===== config.mk =====
export PLATFORM = sky130hd
export DESIGN_NAME = alu_seq
export DESIGN_NICKNAME = d
export VERILOG_FILES = /design/src/rtl/alu_seq_pkg.sv /design/src/rtl/alu_seq_mul.sv /design/src/rtl/alu_seq.sv
export SDC_FILE = /design/constraint.sdc
export NUM_CORES = 1
export LEC_CHECK = 0
export ABC_AREA = 1
export CORE_MARGIN = 4
export CORE_UTILIZATION = 50
export CTS_BUF_LIST = sky130_fd_sc_hd__clkbuf_8
export DETAILED_ROUTE_END_ITERATION = 16
export PLACE_DENSITY_LB_ADDON = 0.15
export SLEW_MARGIN = 10
export SYNTH_ARGS = -nofsm -noshare
export SYNTH_HDL_FRONTEND = slang
export SYNTH_HIERARCHICAL = 1
export SYNTH_SLANG_ARGS = --single-unit

===== constraint.sdc =====
create_clock -name clk -period 2.2 [get_ports clk]
set_input_delay 0.22 -clock clk [delete_from_list [all_inputs] [get_ports clk]]
set_output_delay 0.22 -clock clk [all_outputs]
set_load 0.02 [all_outputs]

===== src/rtl/alu_seq_pkg.sv =====
// alu_seq_pkg: opcodes, FSM states and flag bit positions shared by the sequential ALU.
// The multiplier path is built only when ALU_SEQ_MUL_EN is defined.
package alu_seq_pkg;

    typedef enum logic [2:0] {
        OP_ADD = 3'b000,
        OP_SUB = 3'b001,
        OP_AND = 3'b010,
        OP_OR  = 3'b011,
        OP_XOR = 3'b100,
        OP_MUL = 3'b101,
        OP_SHL = 3'b110,
        OP_SHR = 3'b111
    } opcode_e;

    typedef enum logic [0:0] {
        ST_IDLE = 1'b0,
        ST_MUL  = 1'b1
    } state_e;

    localparam int unsigned FLAGS_W = 4;
    localparam int unsigned FLAG_Z  = 0;
    localparam int unsigned FLAG_C  = 1;
    localparam int unsigned FLAG_V  = 2;
    localparam int unsigned FLAG_N  = 3;

endpackage


===== src/rtl/alu_seq_mul.sv =====
// alu_seq_mul: iterative shift-add multiplier, one multiplier bit per clock.
// Present only when ALU_SEQ_MUL_EN is defined; the default build carries no multiplier.
`ifdef ALU_SEQ_MUL_EN
module alu_seq_mul #(
    parameter int unsigned WIDTH = 8
) (
    input  logic                 clk,
    input  logic                 rst_n,
    input  logic                 start,
    input  logic [WIDTH-1:0]     a,
    input  logic [WIDTH-1:0]     b,
    output logic                 done,
    output logic [2*WIDTH-1:0]   product
);

    localparam int unsigned PW = 2 * WIDTH;
    localparam int unsigned CW = $clog2(WIDTH + 1);

    logic [PW-1:0]    mcand;
    logic [WIDTH-1:0] mplier;
    logic [PW-1:0]    acc;
    logic [CW-1:0]    cnt;
    logic             busy;

    // Load operands on start, then add/shift once per cycle until WIDTH steps are done
    always_ff @(posedge clk or negedge rst_n) begin
        if (!rst_n) begin
            mcand  <= '0;
            mplier <= '0;
            acc    <= '0;
            cnt    <= '0;
            busy   <= 1'b0;
        end else if (start) begin
            mcand  <= PW'(a);
            mplier <= b;
            acc    <= '0;
            cnt    <= '0;
            busy   <= 1'b1;
        end else if (busy && (cnt != CW'(WIDTH))) begin
            if (mplier[0]) begin
                acc <= acc + mcand;
            end
            mcand  <= mcand << 1;
            mplier <= mplier >> 1;
            cnt    <= cnt + CW'(1);
        end
    end

    // Product stays valid until the next start
    assign done    = busy && (cnt == CW'(WIDTH));
    assign product = acc;

endmodule
`endif


===== src/rtl/alu_seq.sv =====
// alu_seq: valid/ready ALU with registered result and {N,V,C,Z} flags.
// Define ALU_SEQ_MUL_EN to build the iterative multiplier; otherwise op 101 returns err.
module alu_seq
    import alu_seq_pkg::*;
#(
    parameter int unsigned WIDTH = 8
) (
    input  logic               clk,
    input  logic               rst_n,
    input  logic               in_valid,
    output logic               in_ready,
    input  logic [WIDTH-1:0]   a,
    input  logic [WIDTH-1:0]   b,
    input  logic [2:0]         op,
    output logic               out_valid,
    input  logic               out_ready,
    output logic [WIDTH-1:0]   result,
    output logic [FLAGS_W-1:0] flags,
    output logic               err
);

    localparam int unsigned SW = $clog2(WIDTH);

    opcode_e            op_e;
    state_e             state;
    state_e             state_n;
    logic               accept;
    logic               out_free;

    logic [WIDTH:0]     add_x;
    logic [WIDTH:0]     sub_x;
    logic [WIDTH:0]     shl_x;
    logic [WIDTH:0]     shr_x;
    logic [SW-1:0]      sh;
    logic               big_shift;
    logic [WIDTH-1:0]   alu_res;
    logic               alu_c;
    logic               alu_v;
    logic               alu_err;

    logic               load;
    logic [WIDTH-1:0]   load_res;
    logic               load_c;
    logic               load_v;
    logic               load_err;
    logic [FLAGS_W-1:0] load_flags;

    logic               out_valid_n;
    logic [WIDTH-1:0]   result_n;
    logic [FLAGS_W-1:0] flags_n;
    logic               err_n;

    assign op_e     = opcode_e'(op);
    assign out_free = !out_valid || out_ready;
    assign in_ready = (state == ST_IDLE) && out_free;
    assign accept   = in_valid && in_ready;

`ifdef ALU_SEQ_MUL_EN
    logic               mul_start;
    logic               mul_done;
    logic [2*WIDTH-1:0] mul_product;

    assign mul_start = accept && (op_e == OP_MUL);

    alu_seq_mul #(
        .WIDTH (WIDTH)
    ) u_mul (
        .clk     (clk),
        .rst_n   (rst_n),
        .start   (mul_start),
        .a       (a),
        .b       (b),
        .done    (mul_done),
        .product (mul_product)
    );
`endif

    // Single-cycle datapath: result, carry/borrow, overflow and error for the requested op
    always_comb begin
        add_x     = {1'b0, a} + {1'b0, b};
        sub_x     = {1'b0, a} - {1'b0, b};
        big_shift = (b >= WIDTH'(WIDTH));
        sh        = b[SW-1:0];
        shl_x     = {1'b0, a} << sh;
        shr_x     = {a, 1'b0} >> sh;
        alu_res   = '0;
        alu_c     = 1'b0;
        alu_v     = 1'b0;
        alu_err   = 1'b0;
        case (op_e)
            OP_ADD: begin
                alu_res = add_x[WIDTH-1:0];
                alu_c   = add_x[WIDTH];
                alu_v   = (a[WIDTH-1] == b[WIDTH-1]) && (add_x[WIDTH-1] != a[WIDTH-1]);
            end
            OP_SUB: begin
                alu_res = sub_x[WIDTH-1:0];
                alu_c   = sub_x[WIDTH];
                alu_v   = (a[WIDTH-1] != b[WIDTH-1]) && (sub_x[WIDTH-1] != a[WIDTH-1]);
            end
            OP_AND: alu_res = a & b;
            OP_OR:  alu_res = a | b;
            OP_XOR: alu_res = a ^ b;
            OP_MUL: begin
`ifndef ALU_SEQ_MUL_EN
                alu_err = 1'b1;
`endif
            end
            OP_SHL: begin
                if (!big_shift) begin
                    alu_res = shl_x[WIDTH-1:0];
                    alu_c   = shl_x[WIDTH];
                end
            end
            OP_SHR: begin
                if (!big_shift) begin
                    alu_res = shr_x[WIDTH:1];
                    alu_c   = shr_x[0];
                end
            end
        endcase
    end

    // Next state and next output register values
    always_comb begin
        state_n     = state;
        out_valid_n = out_valid && !out_ready;
        result_n    = result;
        flags_n     = flags;
        err_n       = err;
        load        = 1'b0;
        load_res    = alu_res;
        load_c      = alu_c;
        load_v      = alu_v;
        load_err    = alu_err;
        load_flags  = '0;
        case (state)
            ST_IDLE: begin
                if (accept) begin
`ifdef ALU_SEQ_MUL_EN
                    if (op_e == OP_MUL) begin
                        state_n = ST_MUL;
                    end else begin
                        load = 1'b1;
                    end
`else
                    load = 1'b1;
`endif
                end
            end
            ST_MUL: begin
`ifdef ALU_SEQ_MUL_EN
                // Final product waits here while the output slot is still occupied
                if (mul_done && out_free) begin
                    load     = 1'b1;
                    load_res = mul_product[WIDTH-1:0];
                    load_c   = |mul_product[2*WIDTH-1:WIDTH];
                    load_v   = 1'b0;
                    load_err = 1'b0;
                    state_n  = ST_IDLE;
                end
`else
                state_n = ST_IDLE;
`endif
            end
        endcase
        if (load) begin
            load_flags[FLAG_N] = load_res[WIDTH-1];
            load_flags[FLAG_V] = load_v;
            load_flags[FLAG_C] = load_c;
            load_flags[FLAG_Z] = (load_res == '0);
            out_valid_n        = 1'b1;
            result_n           = load_res;
            flags_n            = load_flags;
            err_n              = load_err;
        end
    end

    // State and output registers
    always_ff @(posedge clk or negedge rst_n) begin
        if (!rst_n) begin
            state     <= ST_IDLE;
            out_valid <= 1'b0;
            result    <= '0;
            flags     <= '0;
            err       <= 1'b0;
        end else begin
            state     <= state_n;
            out_valid <= out_valid_n;
            result    <= result_n;
            flags     <= flags_n;
            err       <= err_n;
        end
    end

endmodule


==> run summary <==
Status: finished, final reports clean
Hold WC Path Type: in2async
Synth Register Bits: 13
Antenna violations before repair: 0
Critical Path RT: 2.38 ns
Worst vdd ir: 235.5 µV
Achievable frequency: 492.1 MHz
Htree depth: 1
Skew final: 0.0007265 ns
Tcrit/Tclk final: 92.37%
Reg-to-reg endpoint: flags[0]
Crit Path Max Fanout: 3
Num CTS Buffers: 3
Die H: 76.92 µm
R2r worst-path depth: 9
Row count: 24
Register area share after synthesis: 13.70%
Wire per inst: 15.12 µm
Largest net degree at the start of global routing: 17
Endpoint type of the worst setup path: flop
Setup violators final: 0
# DRC: 0
Cell Count, Final, Fillers Out: 544
Worst-path clk slew: 0.05 ns
I/O Pins: 38
CTS tree: done
Latest clock arrival within the worst-skew pair: 0.24 ns
Die width: 76.92 µm
Class of the most critical setup path: in2reg
Fin Setup TNS: 0 ns
Layout Nets: 543
Leak: 1.744 nW
Worst r2r src: out_valid
Slew at the pin closest to its max-slew limit: 0.5462 ns
Syn nets: 455
Root buffer cell: clkbuf_8
Initial drt markers: 265
Via Count: 2,994
Final Hold Vio Count: 0
Final core occ: 73.71%
Detail Placement HPWL: 6700 µm
Core area: 4474 µm²
Final wirelength: 8223 µm
Initial DRT Pass Iterations: 5
Cell area after synthesis: 2375 µm²
Gp weighted congestion: 0.9265
Max-cap violations: 0
Remaining global-route overflow: 0
Die Outline Area: 5916 µm²
Synth area leaders: nand2_1 (19%), dfrtp_1 (14%), ha_1 (13%)
PD cells: 378.6 nW/µm²
Fin. max-slew vios: 0
Starting Density: 53.08%
Antenna-violating nets left: 0
Inserted Diodes: 0
Setup slack, reg-to-reg: 0.92 ns
Total GRT Usage: 28.00%
Mean Syn Cell Area: 5.864 µm²
Largest area contributor in the netlist: nand2_1
Netlist cell types: 33
DR vias/cell: 5.504
First-pass GRT wire length: 13,590 µm
Max-slew headroom at the worst pin: 63.47%
Post-route minimum period: 2.032 ns
Buffers on Ports: 37
Hold_ws: 0.3367 ns
Layout area overhead: 38.88%
DP Cell Count: 538
Data arrival, critical path: 2.21 ns
Synth Warn #: 6
CP startpoint kind: primary input
Clock sink total: 13
Synth top area share: 19.13%
Cell count after synthesis: 405
Layout cells sized above 1: 19.51%
Vias in the first global route: 2,890
Clock Path Buffers: 2
-- placed cells by master, fill, tap and decap left out, drive strengths merged, types with 13 or more instances in the layout --
master         instances
o21ai                 14
nor2                  53
inv                   54
ha                    25
nand2                122
nand3                 56
dfrtp                 13
clkdlybuf4s50         34
buf                   61
a21oi                 23
-- cell usage after synthesis (all sizes together) --
| master | count |
|---|---|
| o21a | 2 |
| dfrtp | 13 |
| nor3 | 2 |
| nor2 | 53 |
| o41ai | 1 |
| o211ai | 4 |
| a21oi | 23 |
| and2 | 1 |
| o221ai | 1 |
| nand2 | 122 |
| nand4 | 8 |
| inv | 53 |
| o21ai | 14 |
| o22ai | 4 |
| clkbuf | 3 |
| a31oi | 4 |
| nand3 | 56 |
| ha | 25 |
| buf | 12 |
| xor2 | 2 |
| fa | 2 |
-- what timing repair did --
action / in CTS / in global routing
buffers inserted: 0 / 2
hold buffers: 0 / 0
setup endpoints to repair: 0 / 6
endpoints found under the hold margin: 0 / 0
gates resized for setup: 0 / 26
-- worst max-delay path: stages --
cell and delay [ns]:
clkdlybuf4s50_1 0.51, inv_2 0.08, fa_2 0.56, inv_1 0.04
nand2_1 0.06, nand2_1 0.06, nor3_2 0.24, nand2_1 0.11
nor2_2 0.09, nand2_1 0.05, nor2_1 0.09, nand2_1 0.06
nand2_1 0.05
-- kinds of logic after synthesis --
kind of cell / count (synthesis) / share of synthesized area, %
AOI/OAI and AO/OA: 53 / 12.70
xor gates and xnor gates: 2 / 0.7378
adders and majority gates: 27 / 14.86
buffers and inverters: 68 / 12.91
DFF: 13 / 13.70
and+or+nand+nor: 242 / 45.10
-- metal layers --
layer | part of all wire (%) | global-route usage [%] | routed length, µm | vias up
met5 | 0 | 0 | 0 | -
met4 | 2.3 | 8.696 | 186 | 0
met3 | 7.3 | 1.991 | 600 | 15
met2 | 47 | 48.61 | 3903 | 143
met1 | 43 | 36.79 | 3534 | 1348
li1 | - | - | - | 1488
-- layout make-up --
type	instances	area, µm²
clock buffers	3	41.29
well taps	52	65.06
flip-flops and latches	13	325.3
multi-input cells	324	1818
inverters	53	201.4
clock inverters	1	3.754
repair buffers	98	843.3
fillers	375	1176
-- stage by stage --
step,power (mW),area [µm²],setup WS (ns)
final,1.249,3298,0.1680
after global routing,1.343,3298,-0.01462
after CTS,1.211,3191,0.004739
after detailed placement,1.005,3146,-0.2430
after global placement,0.9931,3146,-0.2091
after floorplan,0.6848,2375,0.3369
-- how the worst max path moves through the flow --
stage          start  endpoint  slack, ns  cells past startpoint
3_5_place_dp    a[0]  flags[0]      -0.24                     14
3_3_place_gp    a[0]  flags[0]      -0.21                     14
2_1_floorplan   b[2]  flags[0]       0.34                     17
6_report        a[1]  flags[0]       0.17                     13
5_1_grt         a[1]  flags[0]      -0.01                     16
4_1_cts         a[0]  flags[0]      0.005                     14
-- registers in the layout, summed over array words and instances, names as in the netlist --
| name | flops |
|---|---|
| flags | 3 |
| out_valid | 1 |
| result | 8 |
| err | 1 |
-- where the power goes --
group / switching [mW] / leakage, nW / internal [mW]
Sequential: 0.0204 / 0.160 / 0.274
Clock: 0.0809 / 0.0269 / 0.123
Combinational: 0.411 / 1.56 / 0.340
(Power assumes the default switching activity.)
